==> config.mk <==
export PLATFORM = sky130hd
export DESIGN_NAME = ex_muldiv
export DESIGN_NICKNAME = d
export VERILOG_FILES = /design/src/rtl/ex_muldiv.sv
export SDC_FILE = /design/constraint.sdc
export NUM_CORES = 2
export LEC_CHECK = 0
export CORE_ASPECT_RATIO = 0.8
export CORE_MARGIN = 2
export CORE_UTILIZATION = 67
export DETAILED_ROUTE_END_ITERATION = 6
export PLACE_DENSITY = 0.85
export REMOVE_ABC_BUFFERS = 1
export SLEW_MARGIN = 20
export SYNTH_ARGS = -nofsm -noshare
export SYNTH_HDL_FRONTEND = slang
export SYNTH_SLANG_ARGS = --single-unit
==> constraint.sdc <==
create_clock -name i_clk -period 28.7 [get_ports i_clk]
set_input_delay 8.61 -clock i_clk [delete_from_list [all_inputs] [get_ports i_clk]]
set_output_delay 8.61 -clock i_clk [all_outputs]
set_load 0.03 [all_outputs]
==> src/rtl/ex_muldiv.sv <==
// ex_muldiv: multi-cycle RV M-extension unit (MUL/MULH/MULHSU/MULHU/DIV/DIVU/REM/REMU) for EX.
// Multiply completes in MUL_STAGES cycles; divide is restoring, DIV_BITS quotient bits per cycle.
module ex_muldiv #(
    parameter int XLEN       = 32,
    parameter int MUL_STAGES = 2,
    parameter int DIV_BITS   = 1
) (
    input  logic            i_clk,
    input  logic            i_rst,
    input  logic            i_en,
    input  logic            i_flush,
    input  logic [XLEN-1:0] i_rs1,
    input  logic [XLEN-1:0] i_rs2,
    input  logic [2:0]      i_f3,
    output logic [XLEN-1:0] o_res,
    output logic            o_done,
    output logic            o_busy,
    output logic            o_stall
);
    localparam int DIV_STEPS = XLEN / DIV_BITS;
    localparam int CNT_MAX   = (MUL_STAGES > DIV_STEPS) ? MUL_STAGES : DIV_STEPS;
    localparam int CNT_W     = $clog2(CNT_MAX + 1);
    localparam int PW        = 2 * XLEN;

    typedef enum logic [2:0] {S_IDLE, S_MUL, S_DIV, S_FIX, S_DONE} state_t;

    state_t           state_q, state_d;
    logic [CNT_W-1:0] cnt_q, cnt_d;
    logic [XLEN-1:0]  res_d;
    logic [XLEN-1:0]  a_q, b_q, rem_q, quo_q;
    logic [2:0]       f3_q;
    logic             q_neg_q, r_neg_q;

    // Decode of the live inputs, only meaningful in the accept cycle.
    logic            accept, in_div, in_sgn, in_rem;
    logic            rs1_neg, rs2_neg, div_zero, div_ovf;
    logic [XLEN-1:0] rs1_abs, rs2_abs, spec_res;

    assign accept   = (state_q == S_IDLE) && i_en && !i_flush;
    assign in_div   = i_f3[2];
    assign in_sgn   = i_f3[2] && !i_f3[0];
    assign in_rem   = i_f3[1];
    assign rs1_neg  = in_sgn && i_rs1[XLEN-1];
    assign rs2_neg  = in_sgn && i_rs2[XLEN-1];
    assign rs1_abs  = rs1_neg ? -i_rs1 : i_rs1;
    assign rs2_abs  = rs2_neg ? -i_rs2 : i_rs2;
    assign div_zero = (i_rs2 == '0);
    assign div_ovf  = in_sgn && (i_rs1 == {1'b1, {(XLEN-1){1'b0}}}) && (i_rs2 == '1);
    assign spec_res = div_zero ? (in_rem ? i_rs1 : '1) : (in_rem ? '0 : i_rs1);

    // Multiplier: one extra sign bit per operand covers s*s, s*u and u*u.
    logic [XLEN-1:0]      mul_a, mul_b, mul_res;
    logic [2:0]           mul_f3;
    logic signed [XLEN:0] mul_sa, mul_sb;
    logic signed [PW-1:0] mul_prod;

    assign mul_a    = (state_q == S_IDLE) ? i_rs1 : a_q;
    assign mul_b    = (state_q == S_IDLE) ? i_rs2 : b_q;
    assign mul_f3   = (state_q == S_IDLE) ? i_f3  : f3_q;
    assign mul_sa   = {((mul_f3 == 3'd1) || (mul_f3 == 3'd2)) && mul_a[XLEN-1], mul_a};
    assign mul_sb   = {(mul_f3 == 3'd1) && mul_b[XLEN-1], mul_b};
    assign mul_prod = PW'(mul_sa) * PW'(mul_sb);
    assign mul_res  = (mul_f3 == 3'd0) ? mul_prod[XLEN-1:0] : mul_prod[PW-1:XLEN];

    // Divider step. The first DIV_BITS digits are retired on the accept edge itself,
    // so DIV needs only DIV_STEPS-1 cycles and FIX still fits in the quoted latency.
    logic [XLEN-1:0] st_rem_in, st_quo_in, st_dvs, st_rem, st_quo, fix_res;
    logic [XLEN:0]   st_trial;

    assign st_rem_in = (state_q == S_IDLE) ? '0      : rem_q;
    assign st_quo_in = (state_q == S_IDLE) ? rs1_abs : quo_q;
    assign st_dvs    = (state_q == S_IDLE) ? rs2_abs : b_q;

    // NOTE: combinational blocks use blocking '=' so each loop pass sees the previous one;
    // clocked state below uses non-blocking '<=' only.
    always_comb begin
        st_rem   = st_rem_in;
        st_quo   = st_quo_in;
        st_trial = '0;
        for (int k = 0; k < DIV_BITS; k++) begin
            st_trial = {st_rem, st_quo[XLEN-1]} - {1'b0, st_dvs};
            if (!st_trial[XLEN]) begin
                st_rem = st_trial[XLEN-1:0];
                st_quo = {st_quo[XLEN-2:0], 1'b1};
            end else begin
                st_rem = {st_rem[XLEN-2:0], st_quo[XLEN-1]};
                st_quo = {st_quo[XLEN-2:0], 1'b0};
            end
        end
    end

    assign fix_res = f3_q[1] ? (r_neg_q ? -rem_q : rem_q) : (q_neg_q ? -quo_q : quo_q);

    // NOTE: every output of this block gets a default first, so no path can infer a latch.
    always_comb begin
        state_d = state_q;
        cnt_d   = cnt_q;
        res_d   = o_res;
        case (state_q)
            S_IDLE: begin
                if (accept) begin
                    if (!in_div) begin
                        if (MUL_STAGES == 1) begin
                            state_d = S_DONE;
                            res_d   = mul_res;
                        end else begin
                            state_d = S_MUL;
                            cnt_d   = CNT_W'(MUL_STAGES - 2);
                        end
                    end else if (div_zero || div_ovf) begin
                        state_d = S_DONE;
                        res_d   = spec_res;
                    end else begin
                        state_d = S_DIV;
                        cnt_d   = CNT_W'(DIV_STEPS - 2);
                    end
                end
            end
            S_MUL: begin
                if (cnt_q == '0) begin
                    state_d = S_DONE;
                    res_d   = mul_res;
                end else begin
                    cnt_d = cnt_q - 1'b1;
                end
            end
            S_DIV: begin
                if (cnt_q == '0) state_d = S_FIX;
                else             cnt_d   = cnt_q - 1'b1;
            end
            S_FIX: begin
                state_d = S_DONE;
                res_d   = fix_res;
            end
            S_DONE:  state_d = S_IDLE;
            default: state_d = S_IDLE;
        endcase
        // A kill wins over everything, including the result write.
        if (i_flush) begin
            state_d = S_IDLE;
            res_d   = o_res;
        end
    end

    always_ff @(posedge i_clk or negedge i_rst) begin
        if (!i_rst) begin
            state_q <= S_IDLE;
            cnt_q   <= '0;
            o_res   <= '0;
            a_q     <= '0;
            b_q     <= '0;
            rem_q   <= '0;
            quo_q   <= '0;
            f3_q    <= '0;
            q_neg_q <= 1'b0;
            r_neg_q <= 1'b0;
        end else begin
            state_q <= state_d;
            cnt_q   <= cnt_d;
            o_res   <= res_d;
            if (accept) begin
                a_q     <= i_rs1;
                b_q     <= in_div ? rs2_abs : i_rs2;
                f3_q    <= i_f3;
                q_neg_q <= rs1_neg ^ rs2_neg;
                r_neg_q <= rs1_neg;
            end
            if (accept || (state_q == S_DIV)) begin
                rem_q <= st_rem;
                quo_q <= st_quo;
            end
        end
    end

    assign o_done  = (state_q == S_DONE);
    assign o_busy  = (state_q != S_IDLE);
    assign o_stall = i_en && !o_done;

endmodule

==> run metrics <==
synth cell count leaders inv_1 (1202), nand2_1 (1196), fa_1 (1126), nor2_1 (502), clkbuf_1 (278); RSZ-0062 raised after global routing no; count leader, synth inv_1; Syn Inst Count 6179; largest stage delay on the critical path around 0.66 ns; largest net degree at the start of global routing 130; Final Util 0.711; Top cell by count, worst path clkdlybuf4s50_1; clock buffer depth 2; failing checks design-rule violations; first-pass GRT wire length roughly 270 mm; Worst path depth 4; yosys warns 0; Post-CTS Setup Bufs 0; IO buf count 105; routed wire length between 150 and 200 mm; residual DRC count 1; Site Rows 91; top post-synthesis cells by area fa_1 (44%), inv_1 (8.7%), nand2_1 (8.7%); initial antenna violation count 10; DR WL/cell 24.4 um; HP Class flop to flop; Worst setup EP type output pin; Worst Reg-to-Reg Cells 34; crit path buf inv count 3; die height roughly 250 um; clock root buffer master clkbuf_16; layout cell share with drive strength beyond 1 0.0395; final hold vios 0; Primary FF master, synth dfrtp_1; vias in the first global route 45900; Initial Util 0.675; drt pass-1 iters 7; FFs w/ async S/R, synth 1.00; GRT Total Usage 0.455; maxcap violations 0; core area 76700 um2; Post-DRT Antenna Nets 0; crit path time final between 15 and 20 ns; WP data arrival 10.02 ns; #FFs+latches synth 174; final count of pins violating max slew 0; XOR/XNOR Fraction of Synth Area 0.0342; measured slew at the worst slew-check pin 1.18 ns; simple-gate share of the synthesized area 0.165; hold buffer count at CTS 0; Mapped Area between 50000 and 60000 um2; Compound-Gate Fraction of Synth Area 0.0936; adder-cell area share of the yosys netlist 0.500; sequential share of the synthesized area 0.0841; Post-synth EDFFs 0; clk slew on worst S/H paths 0.07 ns; IO Count 106; via count 44800; die area 79500 um2; htree depth 4; post-synth top area cell fa_1; CTS buffer count 17; CTS tree built; Chip Width 315 um; FF-to-FF Start state_q[1]$_DFFE_PN0P_; r2r setup slk about 17 ns; Setup Crit Path Kind primary input to output pin; Post-Route Skew 0.0158 ns; syn avg cell area 8.38 um2; worst path required time about 20 ns; worst setup path end o_stall; Setup crit start i_en; Synth top area share 0.435; CTS sink cnt approximately 170; Fmax between 50 and 60 MHz; fillcell total 5924; gr ovfl total 0; RePlAce Congestion 1.03; setup violators final 0; number of library cell types mapped by synthesis 86; crit share post-route 0.649; CP Max Fanout 4; area grow syn2layout 5.40%; main combinational cell family by area after synthesis adder cells; Critical Path, Cell by Cell clkdlybuf4s50_1 -> inv_1 -> nor2_1 -> clkdlybuf4s50_1; DP Area 53900 um2; multiplexer share of the synthesized area 0.0105; Final Net Count 7543; status finished with violations; critical path launch point type primary input; later-pin clock latency in the skew report 0.48 ns; DR iter-0 viols 5505; fin area 54600 um2; Slew headroom 0.194; via-per-instance ratio between 6 and 7; HPWL Detailed ~140 mm; reg2reg end o_res[26]$_DFFE_PN0P_; Post-Route Setup TNS 0 ns; Critical-path top delay cell clkdlybuf4s50_1; post_cts resized 0; CP top delay family buffers and inverters
-- how the worst min path moves through the flow --
stage / start / endpoint / cells past startpoint
global route: o_res[4]$_DFFE_PN0P_ / o_res[4]$_DFFE_PN0P_ / 2
global placement: b_q[26]$_DFFE_PN0P_ / b_q[26]$_DFFE_PN0P_ / 2
CTS: b_q[26]$_DFFE_PN0P_ / b_q[26]$_DFFE_PN0P_ / 2
detailed placement: b_q[26]$_DFFE_PN0P_ / b_q[26]$_DFFE_PN0P_ / 2
floorplan: b_q[4]$_DFFE_PN0P_ / b_q[4]$_DFFE_PN0P_ / 2
finish: o_res[4]$_DFFE_PN0P_ / o_res[4]$_DFFE_PN0P_ / 2
-- tightest hold or removal path, cell delays in order (launching register included) --
cell and delay [ns]:
dfrtp_1 0.34, nand2_1 0.05, o21ai_0 0.06
-- sequential cells by signal, indices dropped and copies added (netlist names) --
signal and flops:
quo_q 32, state_q 3, q_neg_q 1, b_q 32, a_q 32, r_neg_q 1, cnt_q 6, rem_q 32
f3_q 3, o_res 32
-- layout by cell type (no fill, tap or decap), types with 16 or more instances in the layout --
master | netlist | routed
inv_1 | 1202 | 1202
nand2_1 | 1196 | 1191
fa_1 | 1126 | 1126
nor2_1 | 502 | 500
ha_1 | 251 | 251
a21oi_1 | 244 | 236
o21ai_0 | 217 | 214
dfrtp_1 | 174 | 173
xnor2_1 | 122 | 122
buf_4 | 5 | 117
clkdlybuf4s50_1 | 0 | 104
and2_1 | 81 | 81
xor2_1 | 80 | 80
a21o_1 | 53 | 53
nand3_1 | 46 | 45
nor3_1 | 38 | 37
o31ai_1 | 30 | 30
a31oi_1 | 28 | 28
nand4_1 | 28 | 28
or3_1 | 27 | 27
mux2i_1 | 43 | 25
nand2b_1 | 25 | 25
a211oi_1 | 24 | 24
maj3_1 | 22 | 22
o21ai_1 | 22 | 21
o211ai_1 | 19 | 19
and3_1 | 17 | 17
clkbuf_16 | 0 | 17
a221oi_1 | 16 | 16
-- per-layer routing --
metal	vias up	share of wire	GRT usage
li1	18600	-	-
met1	22300	0.36	0.597
met2	3134	0.43	0.671
met3	741	0.14	0.135
met4	4	0.075	0.279
met5	-	0.00013	0
-- per-stage QoR --
step,hold slack [ns],std cells,setup WS (ns)
after floorplan,0.437,5853,9.15
after CTS,0.488,7131,10.07
after detailed placement,0.471,7099,9.64
final,0.488,7140,10.07
after global placement,0.451,7099,10.06
after global routing,0.501,7133,9.80
-- cell families after synthesis --
group / Yosys count
and+or+nand+nor: 2038
buffers and inverters: 1531
adders and majority gates: 1399
AOI/OAI and AO/OA: 782
xor gates and xnor gates: 202
DFF: 174
muxes: 53
-- layout make-up --
class / count / area [um2] / area share
clock inverters: 14 / 171 / 0.00314
well taps: 1023 / 1280 / 0.0235
flip-flops and latches: 174 / 4360 / 0.0798
clock buffers: 18 / 429 / 0.00787
repair buffers: 223 / 1940 / 0.0356
diodes: 9 / 22.5 / 0.000413
multi-input cells: 4474 / 41800 / 0.767
inverters: 1205 / 4530 / 0.0830
Power is left out: the tool's default activity adds up to more than one toggle a clock period on the data nets, which glitch-free logic cannot reach.
